--- src/rtl/cache_pkg.sv ---
// cache_pkg: constants and types shared by the cache refill controller and
// the cache itself.
//   BLOCK_WORDS : 32-bit words per cache block (32-byte block)
//   WORD_OFF_W  : byte-in-word offset bits, ignored by the refill path
//   IDX_W       : word-in-block index width
//   OFF_W       : full byte-in-block offset width
//   refill_state_e : refill FSM state encoding
package cache_pkg;

  localparam int BLOCK_WORDS = 8;
  localparam int WORD_OFF_W  = 2;
  localparam int IDX_W       = $clog2(BLOCK_WORDS);
  localparam int OFF_W       = IDX_W + WORD_OFF_W;

  typedef enum logic [1:0] {
    ST_IDLE      = 2'd0,
    ST_WRITEBACK = 2'd1,
    ST_REFILL    = 2'd2,
    ST_DONE      = 2'd3
  } refill_state_e;

endpackage

--- src/rtl/cache_refill_ctrl_if.sv ---
// cache_refill_ctrl_if: single-word memory handshake used by the refill
// controller. A beat is a cycle with mem_req=1 and mem_ready=1; the master
// holds mem_req/mem_we/mem_addr/mem_wdata stable until that beat.
//   master : controller side (drives request, address, write data)
//   slave  : memory side (drives read data and ready)
interface cache_refill_ctrl_if #(
  parameter int ADDR_W = 32
);
  logic              mem_req;
  logic              mem_we;
  logic [ADDR_W-1:0] mem_addr;
  logic [31:0]       mem_wdata;
  logic [31:0]       mem_rdata;
  logic              mem_ready;

  modport master (
    output mem_req, mem_we, mem_addr, mem_wdata,
    input  mem_rdata, mem_ready
  );

  modport slave (
    input  mem_req, mem_we, mem_addr, mem_wdata,
    output mem_rdata, mem_ready
  );
endinterface

--- src/rtl/cache_refill_beat_cnt.sv ---
// cache_refill_beat_cnt: word-index counter for one burst phase.
//   load  : restart the burst at word index start
//   inc   : advance one word (index wraps modulo BLOCK_WORDS)
//   idx   : current word index
//   last  : current word is the final one of the burst
// The beat count is kept apart from the index so a burst that starts
// mid-block still ends after exactly BLOCK_WORDS beats.
module cache_refill_beat_cnt #(
  parameter int BLOCK_WORDS = 8
) (
  input  logic                           clk,
  input  logic                           reset,
  input  logic                           load,
  input  logic                           inc,
  input  logic [$clog2(BLOCK_WORDS)-1:0] start,
  output logic [$clog2(BLOCK_WORDS)-1:0] idx,
  output logic                           last
);
  localparam int IW = $clog2(BLOCK_WORDS);

  logic [IW-1:0] idx_q;
  logic [IW-1:0] cnt_q;

  always_ff @(posedge clk or negedge reset) begin
    if (!reset) begin
      idx_q <= '0;
      cnt_q <= '0;
    end else if (load) begin
      idx_q <= start;
      cnt_q <= '0;
    end else if (inc) begin
      idx_q <= idx_q + IW'(1);
      cnt_q <= cnt_q + IW'(1);
    end
  end

  assign idx  = idx_q;
  assign last = (cnt_q == IW'(BLOCK_WORDS - 1));
endmodule

--- src/rtl/cache_refill_ctrl.sv ---
// cache_refill_ctrl: on a cache miss, optionally writes the dirty victim
// block back to memory, then fetches the missing block one word per beat
// and writes each word into the cache line.
//   clk, reset       : clock, asynchronous active-low reset
//   miss_req/addr    : refill request and missing byte address
//   wb_dirty/wb_addr : victim dirty flag and victim block address
//   wb_word_idx/word : victim word read port into the cache
//   refill_*         : line write port and completion pulse
//   busy             : controller not idle
//   mem              : single-word memory handshake (master side)
// Build option: CACHE_REFILL_CRITICAL_WORD_FIRST_EN starts the fetch at the
// missing word instead of word 0; the writeback always starts at word 0.
module cache_refill_ctrl #(
  parameter int ADDR_W      = 32,
  parameter int BLOCK_WORDS = cache_pkg::BLOCK_WORDS
) (
  input  logic                           clk,
  input  logic                           reset,
  input  logic                           miss_req,
  input  logic [ADDR_W-1:0]              miss_addr,
  input  logic                           wb_dirty,
  input  logic [ADDR_W-1:0]              wb_addr,
  output logic [$clog2(BLOCK_WORDS)-1:0] wb_word_idx,
  input  logic [31:0]                    wb_word,
  output logic                           refill_we,
  output logic [$clog2(BLOCK_WORDS)-1:0] refill_word_idx,
  output logic [31:0]                    refill_data,
  output logic                           refill_done,
  output logic                           busy,
  cache_refill_ctrl_if.master            mem
);
  import cache_pkg::*;

  localparam int IW = $clog2(BLOCK_WORDS);
  localparam int OW = IW + WORD_OFF_W;
  localparam int BW = ADDR_W - OW;

  refill_state_e state_q;
  logic          mem_req_q;
  logic          mem_we_q;
  logic [BW-1:0] wb_blk_q;
  logic [BW-1:0] miss_blk_q;
  logic [IW-1:0] miss_start_q;
  logic          refill_we_q;
  logic          refill_done_q;
  logic [IW-1:0] refill_idx_q;
  logic [31:0]   refill_data_q;

  logic          beat;
  logic          cnt_load;
  logic          cnt_inc;
  logic          cnt_last;
  logic [IW-1:0] cnt_start;
  logic [IW-1:0] cnt_idx;
  logic [IW-1:0] miss_start_d;

`ifdef CACHE_REFILL_CRITICAL_WORD_FIRST_EN
  assign miss_start_d = miss_addr[OW-1:WORD_OFF_W];
`else
  assign miss_start_d = '0;
`endif

  // Offset bits never form part of a block address.
  logic unused_addr_bits;
  assign unused_addr_bits = ^{miss_addr[OW-1:0], wb_addr[OW-1:0]};

  assign beat = mem_req_q & mem.mem_ready;

  // One counter serves both phases: it is reloaded with the fetch start
  // index on the final writeback beat so the request never drops between them.
  always_comb begin
    cnt_load  = 1'b0;
    cnt_inc   = 1'b0;
    cnt_start = '0;
    case (state_q)
      ST_IDLE: begin
        if (miss_req) begin
          cnt_load  = 1'b1;
          cnt_start = wb_dirty ? '0 : miss_start_d;
        end
      end
      ST_WRITEBACK: begin
        if (beat) begin
          if (cnt_last) begin
            cnt_load  = 1'b1;
            cnt_start = miss_start_q;
          end else begin
            cnt_inc = 1'b1;
          end
        end
      end
      ST_REFILL: cnt_inc = beat;
      default:   cnt_inc = 1'b0;
    endcase
  end

  cache_refill_beat_cnt #(
    .BLOCK_WORDS (BLOCK_WORDS)
  ) u_beat_cnt (
    .clk   (clk),
    .reset (reset),
    .load  (cnt_load),
    .inc   (cnt_inc),
    .start (cnt_start),
    .idx   (cnt_idx),
    .last  (cnt_last)
  );

  always_ff @(posedge clk or negedge reset) begin
    if (!reset) begin
      state_q       <= ST_IDLE;
      mem_req_q     <= 1'b0;
      mem_we_q      <= 1'b0;
      wb_blk_q      <= '0;
      miss_blk_q    <= '0;
      miss_start_q  <= '0;
      refill_we_q   <= 1'b0;
      refill_done_q <= 1'b0;
      refill_idx_q  <= '0;
      refill_data_q <= '0;
    end else begin
      refill_we_q   <= 1'b0;
      refill_done_q <= 1'b0;
      case (state_q)
        ST_IDLE: begin
          if (miss_req) begin
            wb_blk_q     <= wb_addr[ADDR_W-1:OW];
            miss_blk_q   <= miss_addr[ADDR_W-1:OW];
            miss_start_q <= miss_start_d;
            mem_req_q    <= 1'b1;
            mem_we_q     <= wb_dirty;
            state_q      <= wb_dirty ? ST_WRITEBACK : ST_REFILL;
          end
        end
        ST_WRITEBACK: begin
          if (beat && cnt_last) begin
            mem_we_q <= 1'b0;
            state_q  <= ST_REFILL;
          end
        end
        ST_REFILL: begin
          if (beat) begin
            refill_we_q   <= 1'b1;
            refill_idx_q  <= cnt_idx;
            refill_data_q <= mem.mem_rdata;
            if (cnt_last) begin
              mem_req_q     <= 1'b0;
              refill_done_q <= 1'b1;
              state_q       <= ST_DONE;
            end
          end
        end
        ST_DONE: state_q <= ST_IDLE;
        default: state_q <= ST_IDLE;
      endcase
    end
  end

  assign mem.mem_req   = mem_req_q;
  assign mem.mem_we    = mem_we_q;
  assign mem.mem_addr  = {(mem_we_q ? wb_blk_q : miss_blk_q), cnt_idx, {WORD_OFF_W{1'b0}}};
  // Victim word is read combinationally through wb_word_idx, which is
  // registered, so the write data holds steady until the beat.
  assign mem.mem_wdata = mem_we_q ? wb_word : '0;

  assign wb_word_idx     = cnt_idx;
  assign refill_we       = refill_we_q;
  assign refill_word_idx = refill_idx_q;
  assign refill_data     = refill_data_q;
  assign refill_done     = refill_done_q;
  assign busy            = (state_q != ST_IDLE);
endmodule

--- src/flat_wrapper.sv ---
// flat-port wrapper written by rule: the top's interface ports become plain ports
module cache_refill_ctrl_flat import cache_pkg::*;
#(
  parameter int ADDR_W      = 32,
  parameter int BLOCK_WORDS = cache_pkg::BLOCK_WORDS
)
  (clk, reset, miss_req, miss_addr, wb_dirty, wb_addr, wb_word_idx, wb_word, refill_we, refill_word_idx, refill_data, refill_done, busy, mem_mem_req, mem_mem_we, mem_mem_addr, mem_mem_wdata, mem_mem_rdata, mem_mem_ready);
  cache_refill_ctrl_if #(.ADDR_W(ADDR_W)) mem_i ();
  input  logic clk;
  input  logic reset;
  input  logic miss_req;
  input  logic [ADDR_W-1:0] miss_addr;
  input  logic wb_dirty;
  input  logic [ADDR_W-1:0] wb_addr;
  output logic [$clog2(BLOCK_WORDS)-1:0] wb_word_idx;
  input  logic [31:0] wb_word;
  output logic refill_we;
  output logic [$clog2(BLOCK_WORDS)-1:0] refill_word_idx;
  output logic [31:0] refill_data;
  output logic refill_done;
  output logic busy;
  output wire logic [$bits(mem_i.mem_req)-1:0] mem_mem_req;
  output wire logic [$bits(mem_i.mem_we)-1:0] mem_mem_we;
  output wire logic [$bits(mem_i.mem_addr)-1:0] mem_mem_addr;
  output wire logic [$bits(mem_i.mem_wdata)-1:0] mem_mem_wdata;
  input wire logic [$bits(mem_i.mem_rdata)-1:0] mem_mem_rdata;
  input wire logic [$bits(mem_i.mem_ready)-1:0] mem_mem_ready;
  assign mem_mem_req = mem_i.mem_req;
  assign mem_mem_we = mem_i.mem_we;
  assign mem_mem_addr = mem_i.mem_addr;
  assign mem_mem_wdata = mem_i.mem_wdata;
  assign mem_i.mem_rdata = mem_mem_rdata;
  assign mem_i.mem_ready = mem_mem_ready;
  cache_refill_ctrl #(.ADDR_W(ADDR_W), .BLOCK_WORDS(BLOCK_WORDS)) u_core (.clk(clk), .reset(reset), .miss_req(miss_req), .miss_addr(miss_addr), .wb_dirty(wb_dirty), .wb_addr(wb_addr), .wb_word_idx(wb_word_idx), .wb_word(wb_word), .refill_we(refill_we), .refill_word_idx(refill_word_idx), .refill_data(refill_data), .refill_done(refill_done), .busy(busy), .mem(mem_i));
endmodule
--- config.mk ---
export PLATFORM = sky130hd
export DESIGN_NAME = cache_refill_ctrl_flat
export DESIGN_NICKNAME = d
export VERILOG_FILES = /design/src/rtl/cache_pkg.sv /design/src/rtl/cache_refill_ctrl_if.sv /design/src/rtl/cache_refill_beat_cnt.sv /design/src/rtl/cache_refill_ctrl.sv /design/src/flat_wrapper.sv
export SDC_FILE = /design/constraint.sdc
export NUM_CORES = 1
export LEC_CHECK = 0
export CAP_MARGIN = 20
export CORE_ASPECT_RATIO = 1.5
export CORE_MARGIN = 8
export CORE_UTILIZATION = 35
export DETAILED_ROUTE_END_ITERATION = 8
export PLACE_DENSITY_LB_ADDON = 0.15
export REMOVE_ABC_BUFFERS = 1
export SLEW_MARGIN = 10
export SYNTH_ARGS = -nofsm -noshare
export SYNTH_HDL_FRONTEND = slang
export SYNTH_SLANG_ARGS = --single-unit
--- constraint.sdc ---
create_clock -name clk -period 1.7 [get_ports clk]
set_input_delay 0.34 -clock clk [delete_from_list [all_inputs] [get_ports clk]]
set_output_delay 0.34 -clock clk [all_outputs]
set_load 0.02 [all_outputs]
Yosys cells after proc, flatten, opt, wreduce, memory -nomap -nowiden
Index checks and enable logic that the tools add are counted.
Widths: inputs -> output; s select.
Word-level totals
  register bits after elaboration: 101
  bits of input ports: 133
  output and inout port bits: 107
  logic and storage cells: 62
Cells by class
  add/sub/neg operators: 2
  equality and inequality tests: 8
  muxes and demuxes: 29
  bitwise gates (word level): 1
  reductions and logical operators: 11
Operator list (number)
  $mux 32: 1
  $mux 27: 1
  $mux 1: 13
  $mux 3: 4
  $mux 2: 5
  $pmux 1 s2: 4
  $pmux 2 s4: 1
  $reduce_and 4->1: 2
  $reduce_bool 2->1: 4
  $add 3x1->3 const B: 2
  $ne 2x1->1 const B: 3
  $eq 2x2->1 const B: 2
  $reduce_and 2->1: 2
  $eq 3x3->1 const B: 1
  $reduce_and 3->1: 1
  $eq 2x1->1 const B: 1
  $logic_not 2->1: 1
  $ne 2x2->1 const B: 1
  $and 1x1->1: 1
  $logic_and 1x1->1: 1

Longest topological paths before layout
  depth after elaboration: 6
  mapped depth: 7
  mapped depth without buffers: 6

By module
A second synthesis with hierarchy kept.
Unflattened totals
  cell total of the unflattened synthesis: 330
  area, all modules: 4749.6 sq um
By module, submodules not included
  cache_refill_ctrl: times used 1, cells each 303, area an instance 4433.0 sq um, seq. area each 2377.3 sq um
  cache_refill_beat_cnt: times used 1, cells each 27, area an instance 316.6 sq um, seq. area each 150.1 sq um

Least setup slack after synthesis
Ideal clock, no wire load.
  path type: reg2out
  start: register u_core.mem_we_q (netlist: u_core.mem.mem_we)
  end: output port mem_mem_addr[29]
  arrival: 1372 ps
  required time: 1360 ps
  path slack: -12 ps
  cell stages (with the launch flop): 4
  path buffers: 2
  path through: dfrtp_1 > clkbuf_1 > clkbuf_1 > mux2_1
Between the ends
  word-level cells in the longest chain between the ends: 1
RTL lines
  start: declaration: RTL line cache_refill_ctrl.sv:40  | logic mem_we_q;
  start signal: assignment: RTL line cache_refill_ctrl.sv:131  | mem_we_q <= wb_dirty;
  $mux 27: RTL line cache_refill_ctrl.sv:161  | assign mem.mem_addr = {(mem_we_q ? wb_blk_q : miss_blk_q), cnt_idx, {WORD_OFF_W{1'b0}}};
  end: declaration: RTL line flat_wrapper.sv:24  | output wire logic [$bits(mem_i.mem_addr)-1:0] mem_mem_addr;
No other way between the ends.

Final worst setup path
  start: register u_core.mem_we_q (netlist: u_core.mem.mem_we)
  end: output port mem_mem_addr[13]
The elaborated chain is that of the path after synthesis.

==> results_dict.tcl <==
set metrics [dict create \
    violations "setup timing" \
    maxCapViolations 0 \
    regToRegEndpoint "u_core.u_beat_cnt.idx[2]" \
    post-route-drc-count 0 \
    hold_violations 0 \
    syn_area_um2 4530 \
    cts_buffers 9 \
    crit_path_top_delay_cell "dfrtp_2" \
    synth_top_area_share_pct 55.8 \
    path_cells "buf_12 > buf_12 > mux2_4 > buf_6" \
    fin_tns_setup_ns -4.75 \
    ys_seq_area_share_pct 55.8 \
    worst-setup-path-type "flop to output port" \
    clkSlewWorstSetupHoldPaths_ns 0.07 \
    clockRootBuffer "clkbuf_16" \
    dp_slack_ns -0.228 \
    cpPeakStageDelay_ns 0.48 \
    end_kind "output port" \
    ys_warn_count 0 \
    overflow 0 \
    initial_utilization_pct 35.3 \
    cp.depth 4 \
    syn2layout_area_growth_pct 75.4 \
    setup_viol 59 \
    min_path_type "input port to asynchronous set/reset pin" \
    tritoncts "done" \
    htreeDepth 3 \
    grt_antenna_before_repair 0 \
    p_leak_nw 3.74 \
    critPathLaunchType "flop" \
    synth_seq_cells 101 \
    grt_util_all_layers_pct 15.5 \
    critical-path-top-delay-family "flip-flops" \
    grt_pass1_wl_um 20500 \
    drive_gt1_share_pct 46.6 \
    syn_inst 324 \
    critPathCapture "mem_mem_addr[13]" \
    syn_area_per_cell_um2 14.0 \
    rr_startpoint "u_core.u_beat_cnt.cnt_q[1]" \
    antenna_cells 0 \
    die_y_um 155 \
    die_area_um2 16900 \
    slew_viol_final 0 \
    fin_crit_ns 1.88 \
    drt-initial-drc-count 73 \
    cp_data_required_time_ns 1.36 \
    drt_wl_total_um 13500 \
    status "finished, violations left" \
    viasPerCell 4.73 \
    mostFrequentLayoutCells "clkdlybuf4s50_1 (143), dfrtp_1 (100), mux2_2 (91)" \
    ios 240 \
    gp_congestion 0.765 \
    route.vias.total 3499 \
    power_density_nw_per_um2 1700 \
    r2r_slack_ns 0.08 \
    fmax_mhz 532 \
    worst_ep_arrival_time_ns 1.54 \
    clk_path_buf_depth 2 \
    placed_area_um2 7110 \
    layout.nets 716 \
    post-route-util_pct 61.9 \
    crit_top_cell "buf_12" \
    final_common_cell "clkdlybuf4s50_1" \
    portBuffers 227 \
    core-area_um2 12800 \
    crit_start "u_core.mem.mem_we" \
    rows 51 \
    dp_hpwl_um 9990 \
    rsz0062_at_grt "true" \
    grt_pass1_vias 3885 \
    clock_skew_ns 0.00728 \
    die_x_um 109 \
    reg2reg_depth 6 \
    crit_fanout 7 \
    ys_types 28 \
    grt_max_degree 46 \
    routedWlPerCell_um 18.3 \
    netlist.top_cell.by_area "dfrtp_1" \
    insertion_delay_ns 0.34 \
    cts.sink_count 101 \
    synth.area.top_cells "dfrtp_1 (56%), mux2_2 (28%), and2_1 (4.6%), ha_1 (1.9%), buf_2 (1.2%)" \
    fin_crit_sh_pct 111 \
    setup_ws_ns -0.180 \
    first_pass_iters 3 \
    final_antenna_net_count 0 \
    cp_num_buf_inv 3 \
    fin_hold_ws_ns 0.420 \
    ir_drop_v 0.000862 \
    post-route-cell-area_um2 7940 \
]
final cells by class:
cell class | count | area (um2)
Sequential cell | 101 | 2530
Timing Repair Buffer | 263 | 2820
Fill cell | 978 | 4880
Multi-Input combinational cell | 192 | 2080
Clock inverter | 7 | 56.3
Inverter | 9 | 33.8
Tap cell | 159 | 199
Clock buffer | 9 | 225
timing repair:
| item | in CTS | in global routing |
|---|---|---|
| resized for setup | 322 | 148 |
| setup buffers | 8 | 5 |
| setup endpoints to repair | 69 | 92 |
| hold endpoints to repair | 17 | 0 |
| hold buffers | 1 | 0 |
| gates cloned | 2 | 1 |
| pin swaps | 3 | 2 |
power breakdown:
group          internal (mW)  switching, mW
Clock                   1.01          0.938
Combinational           4.19           3.15
Sequential              3.56          0.618
routing by layer:
layer / GRT usage [%] / wire length, um / vias up / share of wire (%)
li1: - / - / 1610 / -
met2: 26.7 / 6930 / 177 / 51
met4: 4.19 / 174 / 0 / 1.3
met3: 8.32 / 1770 / 14 / 13
met5: 0 / 0 / - / 0
met1: 15.6 / 4660 / 1698 / 34
flip-flops by register name (all words and copies together) (netlist names), 2 cells and up:
register	flops
u_core.u_beat_cnt.idx	3
u_core.refill_word_idx	3
u_core.miss_blk_q	27
u_core.refill_data	32
u_core.u_beat_cnt.cnt_q	3
u_core.state_q	2
u_core.wb_blk_q	27
Yosys cell counts:
cell,count
clkbuf_2,2
buf_2,11
o2111ai_4,1
inv_1,9
dfrtp_1,101
mux2i_1,5
nor2_1,8
conb_1,1
nor2b_1,1
nand2_1,1
a221oi_2,1
buf_4,5
nand3_1,2
and2b_2,1
xor2_1,2
o32ai_1,1
a211oi_1,1
ha_1,7
o21ai_0,1
or3_1,1
nand3_2,1
and2_1,33
a21oi_1,5
clkbuf_1,5
mux2_1,2
o22ai_1,1
mux2_2,114
o21ai_1,1
metrics by stage:
stage | std cells | power (mW)
final | 740 | 13.5
after global routing | 740 | 14.3
after CTS | 735 | 13.1
after detailed placement | 708 | 10.8
after global placement | 708 | 10.6
after floorplan | 302 | 7.64
cell families (layout without fill, tap and decap cells):
family | count (synthesis) | after routing | synth area share (%)
AOI/OAI and AO/OA | 12 | 12 | 2.18
xor gates and xnor gates | 2 | 2 | 0.387
adders and majority gates | 7 | 7 | 1.93
buffers and inverters | 32 | 288 | 3.43
DFF | 101 | 101 | 55.8
muxes | 121 | 121 | 30.0
other | 1 | 2 | 0.0828
and+or+nand+nor | 48 | 48 | 6.22
worst register-to-register path, stage by stage, from the launching register on:
cell,delay (ns)
dfrtp_1,0.42
ha_4,0.18
ha_4,0.15
and2b_2,0.22
o2111ai_4,0.11
or3_1,0.34
a21oi_2,0.12
worst min-delay path by stage:
stage	slack (ns)	cells after the start	startpoint	endpoint
2_1_floorplan	0.04	0	reset	u_core.mem.mem_req
3_3_place_gp	0.24	1	reset	u_core.refill_data[3]
3_5_place_dp	0.25	1	reset	u_core.refill_data[3]
4_1_cts	0.41	2	reset	u_core.refill_data[3]
5_1_grt	0.42	2	reset	u_core.refill_data[3]
6_report	0.42	2	reset	u_core.refill_data[3]
Power figures use the tool's default switching activity.
